--- config.mk ---
export PLATFORM = sky130hd
export DESIGN_NAME = uart_tx_top
export DESIGN_NICKNAME = d
export VERILOG_FILES = /design/src/rtl/uart_tx_pkg.sv /design/src/rtl/uart_tx_fifo.sv /design/src/rtl/uart_tx_top.sv
export SDC_FILE = /design/constraint.sdc
export NUM_CORES = 1
export LEC_CHECK = 0
export BUFFER_PORTS_ARGS = -buffer_cell sky130_fd_sc_hd__buf_2
export CAP_MARGIN = 25
export CORE_ASPECT_RATIO = 1.4
export CORE_MARGIN = 2
export CORE_UTILIZATION = 25
export DETAILED_ROUTE_END_ITERATION = 7
export SLEW_MARGIN = 15
export SYNTH_ARGS = -nofsm -noshare
export SYNTH_HDL_FRONTEND = slang
export SYNTH_SLANG_ARGS = --single-unit
--- constraint.sdc ---
create_clock -name clk -period 3.7 [get_ports clk]
set_input_delay 0.37 -clock clk [delete_from_list [all_inputs] [get_ports clk]]
set_output_delay 0.37 -clock clk [all_outputs]
set_load 0.05 [all_outputs]
--- src/rtl/uart_tx_pkg.sv ---
// Shared types and defaults for the UART transmitter.
// The RX bench reuses even_par() for its reference model.
package uart_tx_pkg;

  localparam int DEF_DATA_W        = 8;
  localparam int DEF_CLKS_PER_TICK = 7;
  localparam int DEF_TICKS_PER_BIT = 16;

  typedef enum logic [2:0] {
    IDLE,
    START,
    DATA,
    PARITY,
    STOP
  } tx_state_e;

  function automatic logic even_par(input logic [DEF_DATA_W-1:0] data);
    return ^data;
  endfunction

endpackage

--- src/rtl/uart_tx_fifo.sv ---
// Synchronous show-ahead FIFO for the UART transmitter.
// Pointers carry a wrap bit; full/empty flags are registered from the pointers.
module uart_tx_fifo #(
  parameter int DATA_W     = 8,
  parameter int FIFO_DEPTH = 16
) (
  input  logic              clk,
  input  logic              reset,
  input  logic              wr_en,
  input  logic              rd_en,
  input  logic [DATA_W-1:0] din,
  output logic [DATA_W-1:0] dout,
  output logic              full,
  output logic              empty
);

  localparam int AW = $clog2(FIFO_DEPTH);

  logic [DATA_W-1:0] mem [FIFO_DEPTH];
  logic [AW:0]       wr_ptr;
  logic [AW:0]       rd_ptr;
  logic              full_now;
  logic              empty_now;
  logic              do_wr;
  logic              do_rd;

  // The flags lag the pointers by a cycle, so the raw pointer compare also
  // guards the write and read paths against a stale flag.
  assign full_now  = (wr_ptr[AW] != rd_ptr[AW]) && (wr_ptr[AW-1:0] == rd_ptr[AW-1:0]);
  assign empty_now = (wr_ptr == rd_ptr);
  assign do_wr     = wr_en && !full && !full_now;
  assign do_rd     = rd_en && !empty_now;
  assign dout      = mem[rd_ptr[AW-1:0]];

  always_ff @(posedge clk) begin
    if (do_wr) begin
      mem[wr_ptr[AW-1:0]] <= din;
    end
  end

  always_ff @(posedge clk or posedge reset) begin
    if (reset) begin
      wr_ptr <= '0;
      rd_ptr <= '0;
      full   <= 1'b0;
      empty  <= 1'b1;
    end else begin
      if (do_wr) begin
        wr_ptr <= wr_ptr + 1'b1;
      end
      if (do_rd) begin
        rd_ptr <= rd_ptr + 1'b1;
      end
      full  <= full_now;
      empty <= empty_now;
    end
  end

endmodule

--- src/rtl/uart_tx_top.sv ---
// UART transmitter: FIFO-fed serialiser sending start, LSB-first data,
// optional even parity and stop, timed by a free-running baud tick.
module uart_tx_top
  import uart_tx_pkg::*;
#(
  parameter int DATA_W        = DEF_DATA_W,
  parameter int FIFO_DEPTH    = 16,
  parameter int CLKS_PER_TICK = DEF_CLKS_PER_TICK,
  parameter int TICKS_PER_BIT = DEF_TICKS_PER_BIT,
  parameter int PARITY_EN     = 1
) (
  input  logic              clk,
  input  logic              reset,
  input  logic              wr_en,
  input  logic [DATA_W-1:0] d_in,
  output logic              tx,
  output logic              tx_full,
  output logic              tx_empty,
  output logic              tx_busy
);

  localparam int TICK_W = (CLKS_PER_TICK > 1) ? $clog2(CLKS_PER_TICK) : 1;
  localparam int BT_W   = (TICKS_PER_BIT > 1) ? $clog2(TICKS_PER_BIT) : 1;
  localparam int BIT_W  = (DATA_W > 1) ? $clog2(DATA_W) : 1;

  logic [TICK_W-1:0] tick_cnt;
  logic              tick;

  tx_state_e         state_q, state_d;
  logic [DATA_W-1:0] shift_q, shift_d;
  logic              par_q, par_d;
  logic [BT_W-1:0]   btick_q, btick_d;
  logic [BIT_W-1:0]  bit_q, bit_d;
  logic              tx_q, tx_d;
  logic              pop;
  logic              bit_end;
  logic              last_bit;

  logic [DATA_W-1:0] fifo_dout;
  logic              fifo_full;
  logic              fifo_empty;

  uart_tx_fifo #(
    .DATA_W    (DATA_W),
    .FIFO_DEPTH(FIFO_DEPTH)
  ) u_fifo (
    .clk  (clk),
    .reset(reset),
    .wr_en(wr_en),
    .rd_en(pop),
    .din  (d_in),
    .dout (fifo_dout),
    .full (fifo_full),
    .empty(fifo_empty)
  );

  assign tick     = (tick_cnt == TICK_W'(CLKS_PER_TICK - 1));
  assign bit_end  = (btick_q == BT_W'(TICKS_PER_BIT - 1));
  assign last_bit = (bit_q == BIT_W'(DATA_W - 1));

  assign tx       = tx_q;
  assign tx_full  = fifo_full;
  assign tx_empty = fifo_empty;
  assign tx_busy  = (state_q != IDLE);

  always_ff @(posedge clk or posedge reset) begin
    if (reset) begin
      tick_cnt <= '0;
    end else if (tick) begin
      tick_cnt <= '0;
    end else begin
      tick_cnt <= tick_cnt + 1'b1;
    end
  end

  always_ff @(posedge clk or posedge reset) begin
    if (reset) begin
      state_q <= IDLE;
      shift_q <= '0;
      par_q   <= 1'b0;
      btick_q <= '0;
      bit_q   <= '0;
      tx_q    <= 1'b1;
    end else begin
      state_q <= state_d;
      shift_q <= shift_d;
      par_q   <= par_d;
      btick_q <= btick_d;
      bit_q   <= bit_d;
      tx_q    <= tx_d;
    end
  end

  // tx_d is the line level of the state being entered, so tx moves on the tick edge.
  always_comb begin
    state_d = state_q;
    shift_d = shift_q;
    par_d   = par_q;
    btick_d = btick_q;
    bit_d   = bit_q;
    tx_d    = tx_q;
    pop     = 1'b0;
    if (tick) begin
      case (state_q)
        IDLE: begin
          tx_d = 1'b1;
          if (!fifo_empty) begin
            pop     = 1'b1;
            shift_d = fifo_dout;
            par_d   = even_par(fifo_dout);
            btick_d = '0;
            bit_d   = '0;
            state_d = START;
            tx_d    = 1'b0;
          end
        end
        START: begin
          if (bit_end) begin
            btick_d = '0;
            bit_d   = '0;
            state_d = DATA;
            tx_d    = shift_q[0];
          end else begin
            btick_d = btick_q + 1'b1;
          end
        end
        DATA: begin
          if (bit_end) begin
            btick_d = '0;
            if (last_bit) begin
              if (PARITY_EN != 0) begin
                state_d = PARITY;
                tx_d    = par_q;
              end else begin
                state_d = STOP;
                tx_d    = 1'b1;
              end
            end else begin
              bit_d   = bit_q + 1'b1;
              shift_d = shift_q >> 1;
              tx_d    = shift_q[1];
            end
          end else begin
            btick_d = btick_q + 1'b1;
          end
        end
        PARITY: begin
          if (bit_end) begin
            btick_d = '0;
            state_d = STOP;
            tx_d    = 1'b1;
          end else begin
            btick_d = btick_q + 1'b1;
          end
        end
        STOP: begin
          if (bit_end) begin
            btick_d = '0;
            if (!fifo_empty) begin
              pop     = 1'b1;
              shift_d = fifo_dout;
              par_d   = even_par(fifo_dout);
              bit_d   = '0;
              state_d = START;
              tx_d    = 1'b0;
            end else begin
              state_d = IDLE;
              tx_d    = 1'b1;
            end
          end else begin
            btick_d = btick_q + 1'b1;
          end
        end
        default: begin
          state_d = IDLE;
          tx_d    = 1'b1;
        end
      endcase
    end
  end

endmodule

==> metrics <==
status completed; CTS resizes 0; Ys Warns 0; worst vdd ir 0.289 mV; clock root cell clkbuf_16; Reg clk slew, reported paths 70 ps; fin cells 837; Post-Synthesis Cells 416; Tmin final 3060 ps; DR vias 3637; crit path max fanout 25; final hold slack 347 ps; final core utilization 29.4%; vias per cell 4.35; placed instance area 0.00753 sq mm; Clk network pwr share 26.3%; Initial Util 25.3%; Tcrit/Tclk final 82.8%; Mean Syn Cell Area 16.8 sq um; Layout Nets 474; remaining antenna violation count 0; die width 145 microns; Hold Path Class primary input to register; Post-synth EDFFs 128; final setup vio count 0; fraction of layout cells with a size suffix above 1 22.9%; Num CTS Buffers 17; Comb pwr share 32.0%; largest net degree at the start of global routing 36; post-route design area 0.00810 sq mm; Final GP Congestion 0.786; Pre-Repair DR Iteration Count 4; core area 0.0276 sq mm; Distinct cells, synth 41; Post-Route WL 13800 microns; Post-route DRC 0; max cap viols 0; Arr. time, crit path 3360 ps; final-layout fill cell count 2747; number of synthesized register bits 163; vias in the first global route 3789; RSZ-0062 raised after global routing false; sequential share of power 41.7%; Cell Area, Synth 0.00699 sq mm; Sw Ratio 33.1%; switching pwr 2.01 mW; total grt overflow 0; post-placement cell count 804; Worst Skew 9.08 ps; initial drt markers 214; sequential area share after synthesis 67.6%; first-pass GRT wire length 22000 microns; startpoint types register; CTS Buffer Depth 2; Max Clk Rate 0.326 GHz; DR WL/cell 16.5 microns; Site Rows 72; Internal 4.08 mW; Ant. Diodes 0; final hold violations 0; Slew @ Worst Pin 791 ps; latest clock arrival within the worst-skew pair 420 ps; asr flop ratio synth 21.5%; GRT Overall Usage 9.86%; Cell Pwr Density 752 mW/mm^2; CTS tree yes; hpwl dp 9290 microns; Crit path required time 4000 ps; Slew Viols, Final 0; top_reg_cell synth edfxtp_1; Leak Pwr 2.83 nW; clk sinks 163; setup TNS 0 ps; synthesized net count 435; pre-CTS WS 579 ps; CP endpoint kind register; crit path kind register to register; final worst slack 637 ps; initial antenna violation count 0; Area Overhead vs Synth 15.9%; H-tree depth 4; I/O pin count 15; slew margin rel. 47.3%; Power, Total 6.09 mW; die area 0.0293 sq mm; Die Y 202 microns; IO Port Bufs 14
-- cell families (layout without fill, tap and decap cells) --
| kind of cell | Yosys count | after routing | synth area share, % |
|---|---|---|---|
| AO/OA/AOI/OAI | 40 | 40 | 3.17 |
| XOR/XNOR | 23 | 23 | 3.19 |
| adder cells (fa/ha/maj) | 8 | 8 | 1.43 |
| buffers and inverters | 28 | 79 | 3.01 |
| flip-flops | 163 | 163 | 67.6 |
| multiplexers | 64 | 64 | 15.8 |
| AND/OR/NAND/NOR | 90 | 90 | 5.80 |
-- cell usage in the layout (no fill, tap or decap), types with 4 or more instances in the layout --
cell type and instances:
ha_1 8, mux4_1 11, xnor2_1 12, nand3_1 7, a21oi_1 6, mux4_2 21
mux2i_1 19, nand4_1 4, nor2_1 30, mux2_2 11, dfrtp_1 32, clkbuf_16 17
inv_1 9, xor2_1 9, edfxtp_1 128, nand2_1 30, buf_2 14, inv_6 5
o21ai_0 25, nor3_1 8, buf_4 22
-- worst max-delay path: stages (launching register included) --
cell and delay [ps]:
dfrtp_2 870, buf_4 280, mux4_1 550, mux2i_1 230, xor2_1 170, mux2i_1 100, xnor2_1 200, xnor3_1 270
mux2_4 270
-- state kept, by name (all words and copies together) (netlist names), 3 cells and up --
name / count
u_fifo.mem: 128
shift_q: 8
u_fifo.rd_ptr: 5
state_q: 3
u_fifo.wr_ptr: 5
btick_q: 4
tick_cnt: 3
bit_q: 3
-- synthesized netlist by cell type (2+ instances only) --
library cell / count / area, sq um
edfxtp_1: 128 / 3840
dfrtp_1: 33 / 826
nand2_1: 30 / 113
nor2_1: 30 / 113
o21ai_0: 25 / 125
mux4_2: 21 / 473
mux2i_1: 19 / 190
xnor2_1: 12 / 105
mux2_2: 11 / 124
mux4_1: 11 / 289
inv_1: 9 / 33.8
xor2_1: 9 / 78.8
ha_1: 8 / 100
nor3_1: 8 / 40.0
nand3_1: 7 / 35.0
a21oi_1: 6 / 30.0
clkbuf_1: 4 / 15.0
nand4_1: 4 / 25.0
buf_1: 3 / 11.3
buf_4: 3 / 22.5
clkbuf_8: 3 / 41.3
nand2b_1: 3 / 18.8
nor2b_1: 3 / 18.8
a22o_1: 2 / 17.5
a31oi_1: 2 / 12.5
buf_12: 2 / 40.0
buf_8: 2 / 30.0
dfstp_2: 2 / 52.6
mux2_4: 2 / 30.0
nor3b_1: 2 / 15.0
o22ai_1: 2 / 12.5
-- layout make-up --
cell class                      instances  area [sq um]  area share (%)
Inverter                                9          33.8           0.417
Timing Repair Buffer                   39           293            3.62
Sequential cell                       163          4720            58.3
Multi-Input combinational cell        225          2060            25.4
Clock inverter                         14           104            1.28
Clock buffer                           17           425            5.25
Tap cell                              370           463            5.72
-- power groups by stage --
stage | combinational (mW) | clock (mW) | sequential (mW)
after floorplan | 1.66 | 0 | 2.45
after global placement | 1.91 | 0 | 2.56
after detailed placement | 1.96 | 0 | 2.58
after CTS | 1.97 | 1.64 | 2.54
after global routing | 2.13 | 1.72 | 2.58
final | 1.95 | 1.60 | 2.54
-- layer usage --
| metal | wire [microns] | global-route usage [%] | vias to the layer above |
|---|---|---|---|
| met2 | 7380 | 17.3 | 70 |
| met4 | 155 | 3.05 | 0 |
| li1 | - | - | 1670 |
| met1 | 5830 | 11.8 | 1881 |
| met3 | 437 | 2.64 | 16 |
| met5 | 0 | 0 | - |
-- path summary, 6_finish.rpt --
kind	startpoint	to	slack, ps	depth (start not counted)
max	u_fifo.rd_ptr[1]$_DFFE_PP0P_	par_q$_DFFE_PP0P_	640	8
min	d_in[1]	u_fifo.mem[1][1]$_DFFE_PP_	350	1
max reg2reg	u_fifo.rd_ptr[1]$_DFFE_PP0P_	par_q$_DFFE_PP0P_	640	8
min reg2reg	tick_cnt[0]$_DFF_PP0_	tick_cnt[0]$_DFF_PP0_	450	1
max in group asynchronous	reset	tx$_DFFE_PP1P_	2540	5
min in group asynchronous	reset	tick_cnt[2]$_DFF_PP0_	450	3
-- timing repair --
action / CTS / global route
hold endpoints to repair: 0 / 5
hold buffers: 0 / 1
buffers inserted: 0 / 0
(Power assumes the default switching activity.)
